**config.mk**
```make
export PLATFORM = sky130hd
export DESIGN_NAME = rgbw_update_scheduler
export DESIGN_NICKNAME = d
export VERILOG_FILES = /design/src/rtl/rgbw_pkg.sv /design/src/rtl/rgbw_ramp_step.sv /design/src/rtl/rgbw_update_scheduler.sv
export SDC_FILE = /design/constraint.sdc
export NUM_CORES = 1
export LEC_CHECK = 0
export BUFFER_PORTS_ARGS = -buffer_cell sky130_fd_sc_hd__buf_2
export CORE_MARGIN = 1
export CORE_UTILIZATION = 35
export DETAILED_ROUTE_END_ITERATION = 10
export GPL_TIMING_DRIVEN = 0
export MAX_ROUTING_LAYER = met4
export PLACE_DENSITY = 0.49
export SKIP_LAST_GASP = 1
export SLEW_MARGIN = 0
export SYNTH_ARGS = -nofsm -noshare
export SYNTH_HDL_FRONTEND = slang
export SYNTH_SLANG_ARGS = --single-unit
export TNS_END_PERCENT = 30
```
**constraint.sdc**
```tcl
create_clock -name clk -period 6.81 [get_ports clk]
set_clock_uncertainty 0.15 [all_clocks]
set_input_delay 1.0215 -clock clk [delete_from_list [all_inputs] [get_ports clk]]
set_output_delay 1.0215 -clock clk [all_outputs]
set_load 0.02 [all_outputs]
```
**src/rtl/rgbw_pkg.sv**
```systemverilog
// Shared encodings and constants for the RGBW update scheduler slice.
package rgbw_pkg;

  typedef enum logic [1:0] {
    ST_IDLE    = 2'd0,
    ST_PENDING = 2'd1,
    ST_FADING  = 2'd2
  } state_t;

  localparam int MODE_FADE_BIT = 0;
  localparam int FRAME_BYTES   = 8;
  localparam int BYTE_CNT_W    = $clog2(FRAME_BYTES);

  // Level channel ordering inside the scheduler's level arrays.
  localparam int CH_LINT  = 0;
  localparam int CH_RED   = 1;
  localparam int CH_GREEN = 2;
  localparam int CH_BLUE  = 3;
  localparam int CH_WHITE = 4;
  localparam int N_LEVELS = 5;

endpackage

```
**src/rtl/rgbw_ramp_step.sv**
```systemverilog
// One fade step for a single 8-bit level: move one count toward the target.
module rgbw_ramp_step (
  input  logic [7:0] i_cur,
  input  logic [7:0] i_tgt,
  output logic [7:0] o_nxt,
  output logic       o_eq
);

  // Stepping only while strictly below/above the target keeps 0x00/0xFF safe.
  always_comb begin
    o_eq  = (i_cur == i_tgt);
    o_nxt = i_cur;
    if (i_cur < i_tgt) begin
      o_nxt = i_cur + 8'd1;
    end else if (i_cur > i_tgt) begin
      o_nxt = i_cur - 8'd1;
    end
  end

endmodule

```
**src/rtl/rgbw_update_scheduler.sv**
```systemverilog
// Latches RGBW frames as targets, releases them on PWM period boundaries
// (jump or +/-1 fade), and watches SPI byte strobes for stalled frames.
module rgbw_update_scheduler
  import rgbw_pkg::*;
#(
  parameter int TIMEOUT_CYC = 4096,
  parameter int TO_W        = 13
) (
  input  logic       clk,
  input  logic       reset,
  input  logic       clk_half,
  input  logic       rdy,
  input  logic       frame_stb,
  input  logic       period_end,
  input  logic [7:0] lint_in,
  input  logic [7:0] red_in,
  input  logic [7:0] green_in,
  input  logic [7:0] blue_in,
  input  logic [7:0] white_in,
  input  logic [7:0] colorIdx_in,
  input  logic [7:0] mode_in,
  output logic [7:0] lint_out,
  output logic [7:0] red_out,
  output logic [7:0] green_out,
  output logic [7:0] blue_out,
  output logic [7:0] white_out,
  output logic [7:0] colorIdx_out,
  output logic [7:0] mode_out,
  output logic       applied,
  output logic       busy,
  output logic       link_timeout,
  output logic       resync,
  output logic [1:0] dbg_state
);

  localparam logic [TO_W-1:0] WD_LAST = TO_W'(TIMEOUT_CYC - 1);

  state_t r_state;
  logic [7:0] r_lvl_tgt [N_LEVELS];
  logic [7:0] r_lvl_out [N_LEVELS];
  logic [7:0] r_cidx_tgt;
  logic [7:0] r_mode_tgt;
  logic [7:0] r_cidx_out;
  logic [7:0] r_mode_out;
  logic       r_applied;

  logic                  r_rdy_q1;
  logic                  r_rdy_q2;
  logic [BYTE_CNT_W-1:0] r_byte_cnt;
  logic [TO_W-1:0]       r_wd;
  logic                  r_link_timeout;
  logic                  r_resync;

  logic [7:0] w_lvl_in  [N_LEVELS];
  logic [7:0] w_lvl_nxt [N_LEVELS];
  logic       w_lvl_eq  [N_LEVELS];
  logic       w_step_done;
  logic       w_en;
  logic       w_rise;
  logic       w_wd_fire;

  assign w_en = ~clk_half;

  assign w_lvl_in[CH_LINT]  = lint_in;
  assign w_lvl_in[CH_RED]   = red_in;
  assign w_lvl_in[CH_GREEN] = green_in;
  assign w_lvl_in[CH_BLUE]  = blue_in;
  assign w_lvl_in[CH_WHITE] = white_in;

  for (genvar g = 0; g < N_LEVELS; g++) begin : g_ramp
    rgbw_ramp_step u_step (
      .i_cur (r_lvl_out[g]),
      .i_tgt (r_lvl_tgt[g]),
      .o_nxt (w_lvl_nxt[g]),
      .o_eq  (w_lvl_eq[g])
    );
  end

  // True when this step lands every channel on its target.
  always_comb begin
    w_step_done = 1'b1;
    for (int i = 0; i < N_LEVELS; i++) begin
      if (w_lvl_nxt[i] != r_lvl_tgt[i]) begin
        w_step_done = 1'b0;
      end
    end
  end

  // Period_end acts on the old target/state first; a same-cycle frame_stb
  // then overrides the target and forces PENDING.
  always_ff @(posedge clk) begin
    if (!reset) begin
      r_state    <= ST_IDLE;
      r_cidx_tgt <= 8'd0;
      r_mode_tgt <= 8'd0;
      r_cidx_out <= 8'd0;
      r_mode_out <= 8'd0;
      r_applied  <= 1'b0;
      for (int i = 0; i < N_LEVELS; i++) begin
        r_lvl_tgt[i] <= 8'd0;
        r_lvl_out[i] <= 8'd0;
      end
    end else if (w_en) begin
      r_applied <= 1'b0;
      if (period_end && (r_state != ST_IDLE)) begin
        if (r_state == ST_PENDING) begin
          r_cidx_out <= r_cidx_tgt;
          r_mode_out <= r_mode_tgt;
        end
        if ((r_state == ST_PENDING) && !r_mode_tgt[MODE_FADE_BIT]) begin
          for (int i = 0; i < N_LEVELS; i++) begin
            r_lvl_out[i] <= r_lvl_tgt[i];
          end
          r_applied <= 1'b1;
          r_state   <= ST_IDLE;
        end else begin
          for (int i = 0; i < N_LEVELS; i++) begin
            r_lvl_out[i] <= w_lvl_nxt[i];
          end
          if (w_step_done) begin
            r_applied <= 1'b1;
            r_state   <= ST_IDLE;
          end else begin
            r_state <= ST_FADING;
          end
        end
      end
      if (frame_stb) begin
        for (int i = 0; i < N_LEVELS; i++) begin
          r_lvl_tgt[i] <= w_lvl_in[i];
        end
        r_cidx_tgt <= colorIdx_in;
        r_mode_tgt <= mode_in;
        r_state    <= ST_PENDING;
      end
    end
  end

  assign w_rise    = r_rdy_q1 & ~r_rdy_q2;
  assign w_wd_fire = (r_byte_cnt != '0) && !w_rise && !frame_stb && (r_wd == WD_LAST);

  always_ff @(posedge clk) begin
    if (!reset) begin
      r_rdy_q1       <= 1'b0;
      r_rdy_q2       <= 1'b0;
      r_byte_cnt     <= '0;
      r_wd           <= '0;
      r_link_timeout <= 1'b0;
      r_resync       <= 1'b0;
    end else if (w_en) begin
      r_rdy_q1 <= rdy;
      r_rdy_q2 <= r_rdy_q1;
      r_resync <= w_wd_fire;

      if (frame_stb || w_wd_fire) begin
        r_byte_cnt <= '0;
      end else if (w_rise) begin
        r_byte_cnt <= r_byte_cnt + 1'b1;
      end

      if (frame_stb || w_rise || w_wd_fire) begin
        r_wd <= '0;
      end else if (r_byte_cnt != '0) begin
        r_wd <= r_wd + 1'b1;
      end

      if (frame_stb) begin
        r_link_timeout <= 1'b0;
      end else if (w_wd_fire) begin
        r_link_timeout <= 1'b1;
      end
    end
  end

  assign lint_out     = r_lvl_out[CH_LINT];
  assign red_out      = r_lvl_out[CH_RED];
  assign green_out    = r_lvl_out[CH_GREEN];
  assign blue_out     = r_lvl_out[CH_BLUE];
  assign white_out    = r_lvl_out[CH_WHITE];
  assign colorIdx_out = r_cidx_out;
  assign mode_out     = r_mode_out;
  assign applied      = r_applied;
  assign busy         = (r_state != ST_IDLE);
  assign link_timeout = r_link_timeout;
  assign resync       = r_resync;
  assign dbg_state    = r_state;

endmodule

```
# Yosys cells after proc, flatten, opt, wreduce, memory -nomap -nowiden
# Memory sizes are Yosys's and may differ from the RTL's.
# Cells that the tools add are included.
# word_totals
ff_bits	55
latchBits	0
ramBits	80
mem_bits_ro	0
input_bits	62
output_inout_bits	62
wordCells	142
mem_count	2
# classes
add_sub_neg	12
n_mul	0
n_div	0
order_cmp	10
eq_ne	7
n_shift	0
mux	58
bitwise	18
reduce_logical	23
# mem_list
memory	depth	word_bits	read_ports	rd_ports_with_merged_regs	wr	line	source
r_lvl_out	5	8	5	0	5	rgbw_update_scheduler.sv:40	logic [7:0] r_lvl_out [N_LEVELS];
r_lvl_tgt	5	8	5	0	5	rgbw_update_scheduler.sv:39	logic [7:0] r_lvl_tgt [N_LEVELS];
# ops
op	count
$mux W8	25
$add A8 B1 Y8 const B	5
$gt A8 B8 Y1	5
$lt A8 B8 Y1	5
$ne A8 B8 Y1	5
$sub A8 B1 Y8 const B	5
$mux W13	2
$mux W1	25
$or A1 B1 Y1	15
$add A13 B1 Y13 const B	1
$eq A13 B12 Y1 const B	1
$reduce_and A2 Y1	5
$reduce_bool A2 Y1	5
$mux W2	4
$mux W3	2
$logic_and A1 B1 Y1	5
$add A3 B1 Y3 const B	1
$logic_not A1 Y1	3
$logic_or A1 B1 Y1	3
$reduce_and A3 Y1	1
$reduce_bool A3 Y1	1
$eq A2 B1 Y1 const B	1
$not A1 Y1	2
$and A1 B1 Y1	1

# Logic depth before layout (Yosys ltp)
# Gate-level depths: netlist (run 1).
# depth
depth_word	13
depth_mapped	13
ltp_nobuf	12

# Modules after synthesis
# From an unflattened synthesis (run 1), not the netlist that was laid out.
# hier_totals
cells_unflattened	777
hier_area_um2	8239.2
# by_module_without_submodules
module	n_inst	cells_each	area_per_inst_um2	seq_area_each_um2
rgbw_update_scheduler	1	453	5701.7	3503.4
rgbw_ramp_step at g_ramp[0].u_step ...	4	65	520.5	0.0
rgbw_ramp_step at g_ramp[3].u_step	1	64	455.4	0.0

# Worst setup path before layout (run 1)
# No wires, ideal clock.
# synth_path
path_type	register to register
from	memory r_lvl_out[4][1] (netlist: r_lvl_out[0][33])
to	register r_state[1] (netlist: dbg_state[1])
t_arrival_ns	3.120
slack_ns	3.417
stages_incl_launch_ff	12
n_path_buf	0
path_cell_list	edfxtp_1 > ha_1 > nor2b_1 > o211ai_1 > a21oi_1 > nor2_1 > a2111oi_0 > a2111oi_4 > o2111ai_1 > or4_1 > nor4_1 > o31ai_1
# synth_lines
element	line	source
start: declaration	rgbw_update_scheduler.sv:40	
end signal: assignment	rgbw_update_scheduler.sv:93	r_state <= ST_IDLE;
end signal: assignment	rgbw_update_scheduler.sv:115	r_state <= ST_IDLE;
end signal: assignment	rgbw_update_scheduler.sv:122	r_state <= ST_IDLE;
end: declaration	rgbw_update_scheduler.sv:38	state_t r_state;

==> reports/summary.log, run 1 <==
qor: cts.maximum_number_of_buffers_from_clock_root_to_sink 2
qor: power.power_frac_seq 0.401
qor: job.cap_violations 0
qor: worst_setup_path.critPathLaunch r_lvl_tgt[0][33]
qor: power.peakVddDrop 0.000128 V
qor: synthesis.synth_largest_type_area_fraction 0.264
qor: cts.ctsRootBufferMaster sky130_fd_sc_hd__clkbuf_16
qor: cts.htree_num_levels 4
qor: sta.final_max_slew_viol_count 0
qor: min_path.whs_path_depth 2
qor: sta.hold_viol_final 0
qor: global_route.grt_use_met2 0.341
qor: cts.tritoncts.num_buffers 17
qor: final_layout.layout.core_utilization 0.426
qor: min_path.hold_removal_path_class reg -> reg
qor: power.p_int 1600 uW
qor: placed_design.place_hpwl 21200 um
qor: global_route.gr-usage-all-layers 0.225
qor: synthesis.ys_dominant_reg_cell sky130_fd_sc_hd__edfxtp_1
qor: placed_design.placedCellCount 1460
qor: min_path.holdPathEnd mode_out[2]
qor: synthesis.yosys.area.top_type sky130_fd_sc_hd__edfxtp_1
qor: detailed_routing.route.detailed.drc 0
qor: cts.clk_transition_reported_paths 0.07 ns
qor: synthesis.ys.warnings.count 0
qor: worst_setup_path.timing_worst_setup_path_type reg -> reg
qor: detailed_routing.detail_route.iter0.violations 607
qor: status.status finished clean
qor: synthesis.synthesis.area 9100 sq um
qor: floorplan.num_rows 58
qor: worst_setup_path.critPathCaptureType flop
qor: power.powerDensity 221 nW/um^2
qor: worst_setup_path.worst_ep_arrival_time 4.37 ns
qor: synthesis.synthesis.area_per_instance 9.06 sq um
qor: detailed_routing.drtAntennaViolNets 0
qor: worst_setup_path.cp-start-kind flop
qor: floorplan.design.core.area 25300 sq um
qor: global_route.wire_length_of_the_first_global_routing_pass 44400 um
qor: floorplan.io_pins 124
qor: worst_setup_path.critPathMaxFanout 7
qor: sta.setup_repair_after_global_routing_missed_its_margin no
qor: global_route.grt_max_degree 25
qor: power.p_leak 0.00429 uW
qor: synthesis.ys_seq_area_frac 0.385
qor: global_route.remaining_overflow_grt 0
qor: worst_setup_path.reg2reg_slack 2.60 ns
qor: global_route.use_met1 0.307
qor: power.swShare 0.331
qor: floorplan.floorplan.die.height 163 um
qor: final_layout.multi_input_comb_area 5210 sq um
qor: power.power_switching 789 uW
qor: min_path.min_from mode_out[2]
qor: global_route.grt_antenna_before_repair 0
qor: detailed_routing.drt_first_pass_iters 5
qor: synthesis.ys_async_sr_fraction 0
qor: power.p_clk_frac 0.417
qor: global_route.via_count_of_the_first_global_routing_pass 7716
qor: sta.fin_crit_sh 0.618
qor: power.comb_power_share 0.183
qor: worst_setup_path.r2r_path_start r_lvl_tgt[0][33]
qor: sta.report.final.setup_viol 0
qor: synthesis.syn-instance-count 1005
qor: sta.layout_min_cycle_time 4.21 ns
qor: worst_setup_path.worst-r2r-cell-count 12
qor: sta.worst_pin_slew 0.962 ns
qor: final_layout.layout_common_cells 130 x sky130_fd_sc_hd__buf_2, 108 x sky130_fd_sc_hd__nand2_1, 80 x sky130_fd_sc_hd__edfxtp_1, 67 x sky130_fd_sc_hd__nor2_1, 60 x sky130_fd_sc_hd__a21oi_1
qor: detailed_routing.viasPerCell 5.34
qor: synthesis.synth_seq_cells 135
qor: final_layout.nFillCells 2546
qor: cts.clock_latency 0.44 ns
qor: sta.fmax 238 MHz
qor: synthesis.synth-edff-count 80
qor: placed_design.gpl.final_weighted_congestion 0.891
qor: worst_setup_path.worst_r2r_endpoint dbg_state[1]
qor: cts.cts.hold.buffers_added 0
qor: placed_design.port_buffers 123
qor: final_layout.post_route_cells_drive_above_1_share 0.157
qor: synthesis.post_synth_num_cell_types 75
qor: final_layout.stdcell_count 1492
qor: global_route.global_route.peak_usage_layer met2
qor: final_layout.layout-area-overhead-vs-synth 18.6%
qor: cts.cts_num_sinks 135
qor: floorplan.initial_core_util 0.359
qor: floorplan.die_area 26700 sq um
qor: detailed_routing.routed-via-count 7965
qor: final_layout.register_area 3500 sq um
qor: sta.fin_tns_setup 0 ns
qor: floorplan.chipWidth 163 um
qor: cts.cts_resized 0
qor: global_route.grt_util_met3 0.0457
qor: final_layout.nets 1264
qor: final_layout.final_common_cell sky130_fd_sc_hd__buf_2
qor: sta.slew_headroom 0.357
qor: cts.cts_tree built
qor: detailed_routing.avgRoutedWirePerCell 18.9 um
qor: detailed_routing.route.final.wire_length 28200 um
qor: cts.cts_setup_buffers 0
qor: synthesis.mappedNetlistNets 1120
qor: final_layout.diodes 0
qor: synthesis.netlist_top_cells_area sky130_fd_sc_hd__edfxtp_1 26%, sky130_fd_sc_hd__dfxtp_1 12%, sky130_fd_sc_hd__ha_1 7.3%
qor: worst_setup_path.worstPathRequired 6.97 ns
[power by group through the flow]
stage / clock [uW] / combinational, uW / sequential [uW]
after floorplan: 0 / 288 / 972
after global placement: 0 / 431 / 976
after detailed placement: 0 / 434 / 974
after CTS: 1010 / 437 / 956
after global routing: 1040 / 484 / 962
final: 994 / 436 / 956
[synthesized netlist by cell type, types with 14 or more instances]
library cell,n
sky130_fd_sc_hd__nor2_1,67
sky130_fd_sc_hd__o21ai_0,48
sky130_fd_sc_hd__nand3_1,26
sky130_fd_sc_hd__a21oi_1,60
sky130_fd_sc_hd__mux2i_1,14
sky130_fd_sc_hd__and2_1,45
sky130_fd_sc_hd__a22o_1,30
sky130_fd_sc_hd__inv_1,56
sky130_fd_sc_hd__nand2_1,109
sky130_fd_sc_hd__dfxtp_1,55
sky130_fd_sc_hd__nand4_1,24
sky130_fd_sc_hd__ha_1,53
sky130_fd_sc_hd__nor3_1,20
sky130_fd_sc_hd__clkbuf_1,37
sky130_fd_sc_hd__edfxtp_1,80
sky130_fd_sc_hd__xnor2_1,56
sky130_fd_sc_hd__xor2_1,31
[layout make-up]
cell class | instances | area share
plain buffers | 46 | 0.0168
clock buffers | 18 | 0.0417
well taps | 330 | 0.0382
inverters | 57 | 0.0198
multi-input cells | 767 | 0.482
flip-flops and latches | 135 | 0.324
clock inverters | 14 | 0.0162
repair buffers | 125 | 0.0607
[how the worst max path moves through the flow]
| stage | depth (start not counted) | slack, ns | end |
|---|---|---|---|
| after CTS | 12 | 2.61 | dbg_state[1] |
| after detailed placement | 12 | 2.59 | dbg_state[1] |
| after global routing | 12 | 2.32 | dbg_state[1] |
| after floorplan | 11 | 3.42 | dbg_state[1] |
| final | 12 | 2.60 | dbg_state[1] |
| after global placement | 12 | 2.63 | dbg_state[1] |
[flip-flops by register name (all words and copies together) (netlist names)]
signal        flops
r_byte_cnt        3
dbg_state         2
applied           1
resync            1
r_wd             13
r_lvl_tgt        40
colorIdx_out      8
link_timeout      1
r_rdy_q2          1
r_rdy_q1          1
mode_out          8
r_lvl_out        40
r_mode_tgt        8
r_cidx_tgt        8
[cells by family (layout without fill, tap and decap cells)]
group / count (synthesis) / count (layout) / synth area share
and+or+nand+nor: 367 / 367 / 0.207
muxes: 14 / 14 / 0.0154
DFF: 135 / 135 / 0.385
adders and majority gates: 53 / 53 / 0.0728
buffers and inverters: 103 / 260 / 0.0434
AOI/OAI and AO/OA: 241 / 241 / 0.181
xor gates and xnor gates: 92 / 92 / 0.0954
[critical path: stages, from the launching register on]
cell                        delay (ns)
sky130_fd_sc_hd__edfxtp_1         0.48
sky130_fd_sc_hd__inv_1            0.10
sky130_fd_sc_hd__ha_1             0.29
sky130_fd_sc_hd__nor2b_1          0.13
sky130_fd_sc_hd__o211ai_1         0.25
sky130_fd_sc_hd__a21oi_1          0.16
sky130_fd_sc_hd__nor2_1           0.43
sky130_fd_sc_hd__a2111oi_0        0.28
sky130_fd_sc_hd__a2111oi_4        0.39
sky130_fd_sc_hd__o2111ai_1        0.21
sky130_fd_sc_hd__or4_1            0.62
sky130_fd_sc_hd__nor4_1           0.49
sky130_fd_sc_hd__o31ai_1          0.10
[per-layer routing]
layer	part of all wire	vias up
li1	-	3948
met1	0.48	3770
met2	0.45	232
met3	0.065	15
met4	0.0091	0
met5	0	-
[per-stage QoR]
stage | cell area [sq um] | total power, uW | hold WS (ns) | setup slack [ns]
floorplan | 9100 | 1260 | 0.282 | 3.42
global placement | 10100 | 1410 | 0.289 | 2.63
detailed placement | 10200 | 1410 | 0.292 | 2.59
CTS | 10800 | 2410 | 0.304 | 2.61
global route | 10800 | 2480 | 0.335 | 2.32
finish | 10800 | 2390 | 0.304 | 2.60
No activity file was read; power rests on OpenSTA's default activity.
==> run 2: changes to the inputs <==
- PLACE_DENSITY: 0.49 -> 0.51
- clock period: 6.81 -> 3.7 ns (I/O delays scaled with it)
==> run 2 against run 1 <==
Compared with the run above:
- count of clock-buffer cells in the layout fell by 1
- global-route usage down 0.12 points
- flip-flop and latch count did not move
- critical path depth is the same
- power grew 89%
- die area unchanged
==> reports/summary.log, run 2 (synthesis results as in run 1) <==
qor: status.status finished clean
qor: power.powerDensity 394 nW/um^2
qor: global_route.gr-usage-all-layers 0.224
qor: floorplan.initial_core_util 0.359
qor: global_route.wire_length_of_the_first_global_routing_pass 44100 um
qor: floorplan.die_area 26700 sq um
qor: cts.maximum_number_of_buffers_from_clock_root_to_sink 2
qor: final_layout.multi_input_comb_area 5440 sq um
qor: power.peakVddDrop 0.000255 V
qor: final_layout.layout-area-overhead-vs-synth 25.8%
qor: cts.clk_transition_reported_paths 0.07 ns
qor: floorplan.floorplan.die.height 163 um
qor: global_route.grt_max_degree 33
qor: sta.setup_repair_after_global_routing_missed_its_margin yes
qor: cts.tritoncts.num_buffers 17
qor: detailed_routing.avgRoutedWirePerCell 18.6 um
qor: global_route.via_count_of_the_first_global_routing_pass 7682
qor: sta.fmax 277 MHz
qor: floorplan.io_pins 124
qor: sta.fin_hold_ws 0.169 ns
qor: worst_setup_path.worstPathRequired 3.93 ns
qor: global_route.grt_antenna_before_repair 0
qor: global_route.global_route.peak_usage_layer met2
qor: sta.hold_viol_final 0
qor: worst_setup_path.critical_path.cell_chain ha_1 > and3_1 > buf_2 > nand2_1 > a21oi_1 > o311ai_2 > o2111ai_1 > a2111oi_0 > nand4_1 > or4_4 > nor4_4 > o21a_1
qor: sta.fin_crit_sh 0.975
qor: detailed_routing.drtAntennaViolNets 0
qor: worst_setup_path.critPathMaxFanout 6
qor: placed_design.port_buffers 123
qor: floorplan.chipWidth 163 um
qor: final_layout.final_common_cell sky130_fd_sc_hd__buf_2
qor: sta.report.final.setup_viol 0
qor: min_path.hold_removal_path_class in -> reg
qor: final_layout.stdcell_count 1548
qor: final_layout.register_area 3500 sq um
qor: final_layout.nFillCells 2460
qor: power.p_leak 0.00465 uW
qor: final_layout.largestRegisters r_lvl_out x40, r_lvl_tgt x40, r_wd x13
qor: cts.ctsRootBufferMaster sky130_fd_sc_hd__clkbuf_16
qor: worst_setup_path.cpLargestDelayFamily simple AND/OR/NAND/NOR gates
qor: final_layout.nets 1319
qor: detailed_routing.detail_route.iter0.violations 489
qor: global_route.remaining_overflow_grt 0
qor: worst_setup_path.worst_ep_arrival_time 3.84 ns
qor: sta.layout_min_cycle_time 3.61 ns
qor: global_route.use_met1 0.301
qor: global_route.grt_use_met2 0.352
qor: sta.worst_pin_slew 0.964 ns
qor: floorplan.design.core.area 25300 sq um
qor: placed_design.place_hpwl 20700 um
qor: cts.cts_tree built
qor: detailed_routing.drt_first_pass_iters 5
qor: placed_design.placedCellCount 1460
qor: sta.slew_headroom 0.356
qor: sta.final_max_slew_viol_count 0
qor: cts.cts_num_sinks 135
qor: worst_setup_path.critical_path.n_buffers_inverters 1
qor: detailed_routing.route.detailed.drc 0
qor: floorplan.num_rows 58
qor: worst_setup_path.cp-start-kind flop
qor: detailed_routing.viasPerCell 5.37
qor: final_layout.layout_common_cells 130 x sky130_fd_sc_hd__buf_2, 106 x sky130_fd_sc_hd__nand2_1, 80 x sky130_fd_sc_hd__edfxtp_1, 64 x sky130_fd_sc_hd__nor2_1, 57 x sky130_fd_sc_hd__buf_4
qor: cts.clock_latency 0.44 ns
qor: placed_design.gpl.final_weighted_congestion 0.904
qor: final_layout.post_route_cells_drive_above_1_share 0.226
qor: job.cap_violations 0
qor: global_route.grt_util_met3 0.0358
qor: worst_setup_path.max_stage_delay 0.61 ns
qor: worst_setup_path.timing.critical_path.slowest_stage_cell sky130_fd_sc_hd__or4_4
qor: worst_setup_path.timing_worst_setup_path_type reg -> reg
qor: cts.htree_num_levels 4
qor: detailed_routing.route.final.wire_length 28800 um
qor: detailed_routing.routed-via-count 8319
qor: worst_setup_path.critPathCaptureType flop
==> run 2: cell types whose count changed in the layout (fill, tap and decap cells not counted), moves of 4 or more <==
cell / change
sky130_fd_sc_hd__buf_4: +57
sky130_fd_sc_hd__xnor2_2: +4
sky130_fd_sc_hd__nor4_1: -6
sky130_fd_sc_hd__a21oi_1: -4
sky130_fd_sc_hd__xnor2_1: -4
sky130_fd_sc_hd__clkbuf_1: -5
==> run 2: path summary, 6_finish.rpt <==
| path | to | from | slack, ns | cells past startpoint |
|---|---|---|---|---|
| min reg2reg | colorIdx_out[7] | colorIdx_out[7] | 0.30 | 2 |
| max reg2reg | applied | r_lvl_out[0][16] | 0.09 | 12 |
| max | applied | r_lvl_out[0][16] | 0.09 | 12 |
| min | r_cidx_tgt[1] | colorIdx_in[1] | 0.17 | 2 |
==> run 2: where the power goes <==
group	total (uW)	switching (uW)	leakage, uW	internal, uW
sequential	1740	71.0	0.00127	1660
clock	1850	860	0.000306	986
combinational	929	554	0.00307	375
==> run 2: stage by stage <==
stage | setup WS (ns) | total power [uW] | TNS [ns] | util | area (sq um)
floorplan | 0.307 | 2320 | 0 | - | 9100
finish | 0.0935 | 4510 | 0 | 0.452 | 11500
detailed placement | -0.489 | 2590 | -0.848 | 0.402 | 10200
global placement | -0.477 | 2590 | -0.850 | 0.400 | 10100
CTS | 0.00441 | 4480 | 0 | 0.436 | 11000
global route | -0.0363 | 4680 | -0.0486 | 0.452 | 11500
==> run 2: repair_timing <==
action,4_1_cts,5_1_grt
gates cloned,0,0
pin swaps,6,24
buffers inserted,17,40
resized for setup,26,25
endpoints found under the hold margin,0,0
endpoints found under the setup margin,2,2
hold buffers,0,0
==> run 2: metal layers <==
metal,vias to the layer above,routed length [um]
li1,4063,-
met1,3970,13400
met2,260,13500
met3,26,1560
met4,0,368
met5,-,0
==> run 2: layout make-up <==
class | instances | share of cell area
multi-input combinational | 767 | 0.475
sequential | 135 | 0.306
timing repair buffer | 182 | 0.0946
clock buffer | 17 | 0.0371
tap | 330 | 0.0360
inverter | 57 | 0.0187
clock inverter | 15 | 0.0175
buffer | 44 | 0.0155
antenna | 1 | 0.000218
==> run 3: changes to the inputs <==
- PLACE_DENSITY: 0.51 -> 0.49
- clock period: 3.7 -> 4.28 ns (I/O delays scaled with it)
==> run 3 against run 2 <==
Compared with the run above:
- utilization fell by 2.5 points
- first-iteration DRC count rose by 14%
- critical endpoint is now dbg_state[1]
- critical path depth fell by 1
- clock power fell by 15%
- highest routed layer unchanged
==> reports/summary.log, run 3 (synthesis results as in run 1) <==
qor: status.status finished clean
qor: final_layout.layout-area-overhead-vs-synth 18.9%
qor: detailed_routing.route.final.wire_length 28100 um
qor: floorplan.num_rows 58
qor: worst_setup_path.cpLargestDelayFamily simple AND/OR/NAND/NOR gates
qor: detailed_routing.detail_route.iter0.violations 557
qor: placed_design.dp_worst_setup_slack 0.0553 ns
qor: worst_setup_path.critPathCaptureType flop
qor: placed_design.port_buffers 123
qor: cts.maximum_number_of_buffers_from_clock_root_to_sink 2
qor: cts.clock_latency 0.44 ns
qor: floorplan.chipWidth 163 um
qor: worst_setup_path.critPathMaxFanout 7
qor: final_layout.stdcell_count 1492
qor: global_route.gr-usage-all-layers 0.225
qor: detailed_routing.route.detailed.drc 0
qor: worst_setup_path.worst-r2r-cell-count 11
qor: job.cap_violations 0
qor: sta.worst_pin_slew 0.910 ns
qor: global_route.remaining_overflow_grt 0
qor: worst_setup_path.critical_path.cell_chain ha_1 > nor2b_1 > o211ai_1 > a21oi_2 > nor4_1 > a32o_1 > xnor2_1 > nand4_1 > or4_1 > nor4_2 > o31ai_1
qor: detailed_routing.drtAntennaViolNets 0
qor: final_layout.register_area 3500 sq um
qor: cts.ctsRootBufferMaster sky130_fd_sc_hd__clkbuf_16
qor: worst_setup_path.timing.critical_path.slowest_stage_cell sky130_fd_sc_hd__nor4_1
qor: cts.cts_tree built
qor: final_layout.nFillCells 2546
qor: final_layout.multi_input_comb_area 5230 sq um
qor: detailed_routing.viasPerCell 5.33
qor: worst_setup_path.worst_ep_arrival_time 4.19 ns
qor: placed_design.gpl.final_weighted_congestion 0.891
qor: worst_setup_path.worstPathRequired 4.44 ns
qor: power.powerDensity 351 nW/um^2
qor: cts.tritoncts.num_buffers 17
qor: global_route.wire_length_of_the_first_global_routing_pass 44400 um
qor: final_layout.final_common_cell sky130_fd_sc_hd__buf_2
qor: detailed_routing.drt_first_pass_iters 5
qor: cts.htree_num_levels 4
qor: final_layout.nets 1264
qor: cts.cts.hold.buffers_added 0
qor: power.p_leak 0.00430 uW
qor: floorplan.design.core.area 25300 sq um
qor: worst_setup_path.cp_num_cells 11
qor: global_route.via_count_of_the_first_global_routing_pass 7716
qor: sta.fin_hold_ws 0.255 ns
qor: final_layout.final_area 10800 sq um
qor: placed_design.place_hpwl 21200 um
qor: worst_setup_path.worst_r2r_endpoint dbg_state[1]
qor: floorplan.floorplan.die.height 163 um
qor: sta.fmax 248 MHz
qor: final_layout.post_route_cells_drive_above_1_share 0.162
qor: power.peakVddDrop 0.000204 V
qor: sta.report.final.setup_viol 0
qor: final_layout.layout_common_cells 130 x sky130_fd_sc_hd__buf_2, 108 x sky130_fd_sc_hd__nand2_1, 80 x sky130_fd_sc_hd__edfxtp_1, 65 x sky130_fd_sc_hd__nor2_1, 59 x sky130_fd_sc_hd__a21oi_1
qor: worst_setup_path.max_stage_delay 0.57 ns
qor: sta.layout_min_cycle_time 4.03 ns
qor: sta.slew_headroom 0.392
qor: sta.fin_crit_sh 0.941
qor: worst_setup_path.critical_path.n_buffers_inverters 0
qor: min_path.hold_removal_path_class in -> reg
qor: floorplan.io_pins 124
qor: global_route.grt_max_degree 25
qor: global_route.grt_antenna_before_repair 0
qor: detailed_routing.avgRoutedWirePerCell 18.8 um
qor: floorplan.initial_core_util 0.359
qor: cts.cts_setup_buffers 0
qor: worst_setup_path.critPathLaunch r_lvl_out[0][9]
qor: worst_setup_path.endpoint dbg_state[1]
qor: placed_design.placedCellCount 1460
qor: sta.hold_viol_final 0
qor: cts.clk_transition_reported_paths 0.08 ns
qor: sta.postLayoutSetupSlackWorst 0.253 ns
qor: worst_setup_path.reg2reg_slack 0.25 ns
qor: placed_design.dpl_cell_area 10200 sq um
qor: worst_setup_path.timing_worst_setup_path_type reg -> reg
qor: sta.final_max_slew_viol_count 0
qor: cts.cts_num_sinks 135
qor: floorplan.die_area 26700 sq um
qor: worst_setup_path.r2r_path_start r_lvl_out[0][9]
qor: worst_setup_path.cp-start-kind flop
qor: cts.cts_resized 0
qor: final_layout.diodes 0
qor: detailed_routing.routed-via-count 7957
qor: final_layout.largestRegisters r_lvl_out x40, r_lvl_tgt x40, r_wd x13
[run 3: cell types whose count changed in the layout (fill, tap and decap cells not counted), sizes merged]
cell	change
bufinv	-1
clkbuf	+3
clkinv	+1
buf	-57
inv	-1
diode	-1
[run 3: through the flow]
| step | total power, uW | TNS [ns] | util |
|---|---|---|---|
| 6_report | 3800 | 0 | 0.427 |
| 5_1_grt | 3960 | -0.00104 | 0.427 |
| 4_1_cts | 3830 | 0 | 0.426 |
| 3_5_place_dp | 2240 | 0 | 0.402 |
| 3_3_place_gp | 2240 | 0 | 0.400 |
| 2_1_floorplan | 2000 | 0 | - |
[run 3: layout make-up]
class,count,share of cell area
plain buffers,46,0.0168
clock buffers,18,0.0416
clock inverters,14,0.0162
inverters,57,0.0198
multi-input cells,767,0.483
flip-flops and latches,135,0.324
well taps,330,0.0381
repair buffers,125,0.0606
[run 3: routing by layer]
layer | wire length [um] | up-vias | track usage
li1 | - | 3939 | -
met1 | 13500 | 3763 | 0.307
met2 | 12600 | 237 | 0.341
met3 | 1770 | 18 | 0.0457
met4 | 266 | 0 | 0.0497
met5 | 0 | - | -
[run 3: worst min path at each step]
stage	startpoint	to	slack [ns]	cells past startpoint
floorplan	r_cidx_tgt[7]	colorIdx_out[7]	0.28	2
global placement	mode_out[0]	mode_out[0]	0.29	2
detailed placement	r_mode_tgt[1]	mode_out[1]	0.29	2
CTS	colorIdx_in[3]	r_cidx_tgt[3]	0.24	2
global route	colorIdx_in[3]	r_cidx_tgt[3]	0.25	2
finish	colorIdx_in[3]	r_cidx_tgt[3]	0.25	2
[run 3: power by group]
part	internal, uW	total, uW	switching, uW
clock	830	1580	752
sequential	1440	1520	81.6
combinational	272	696	424
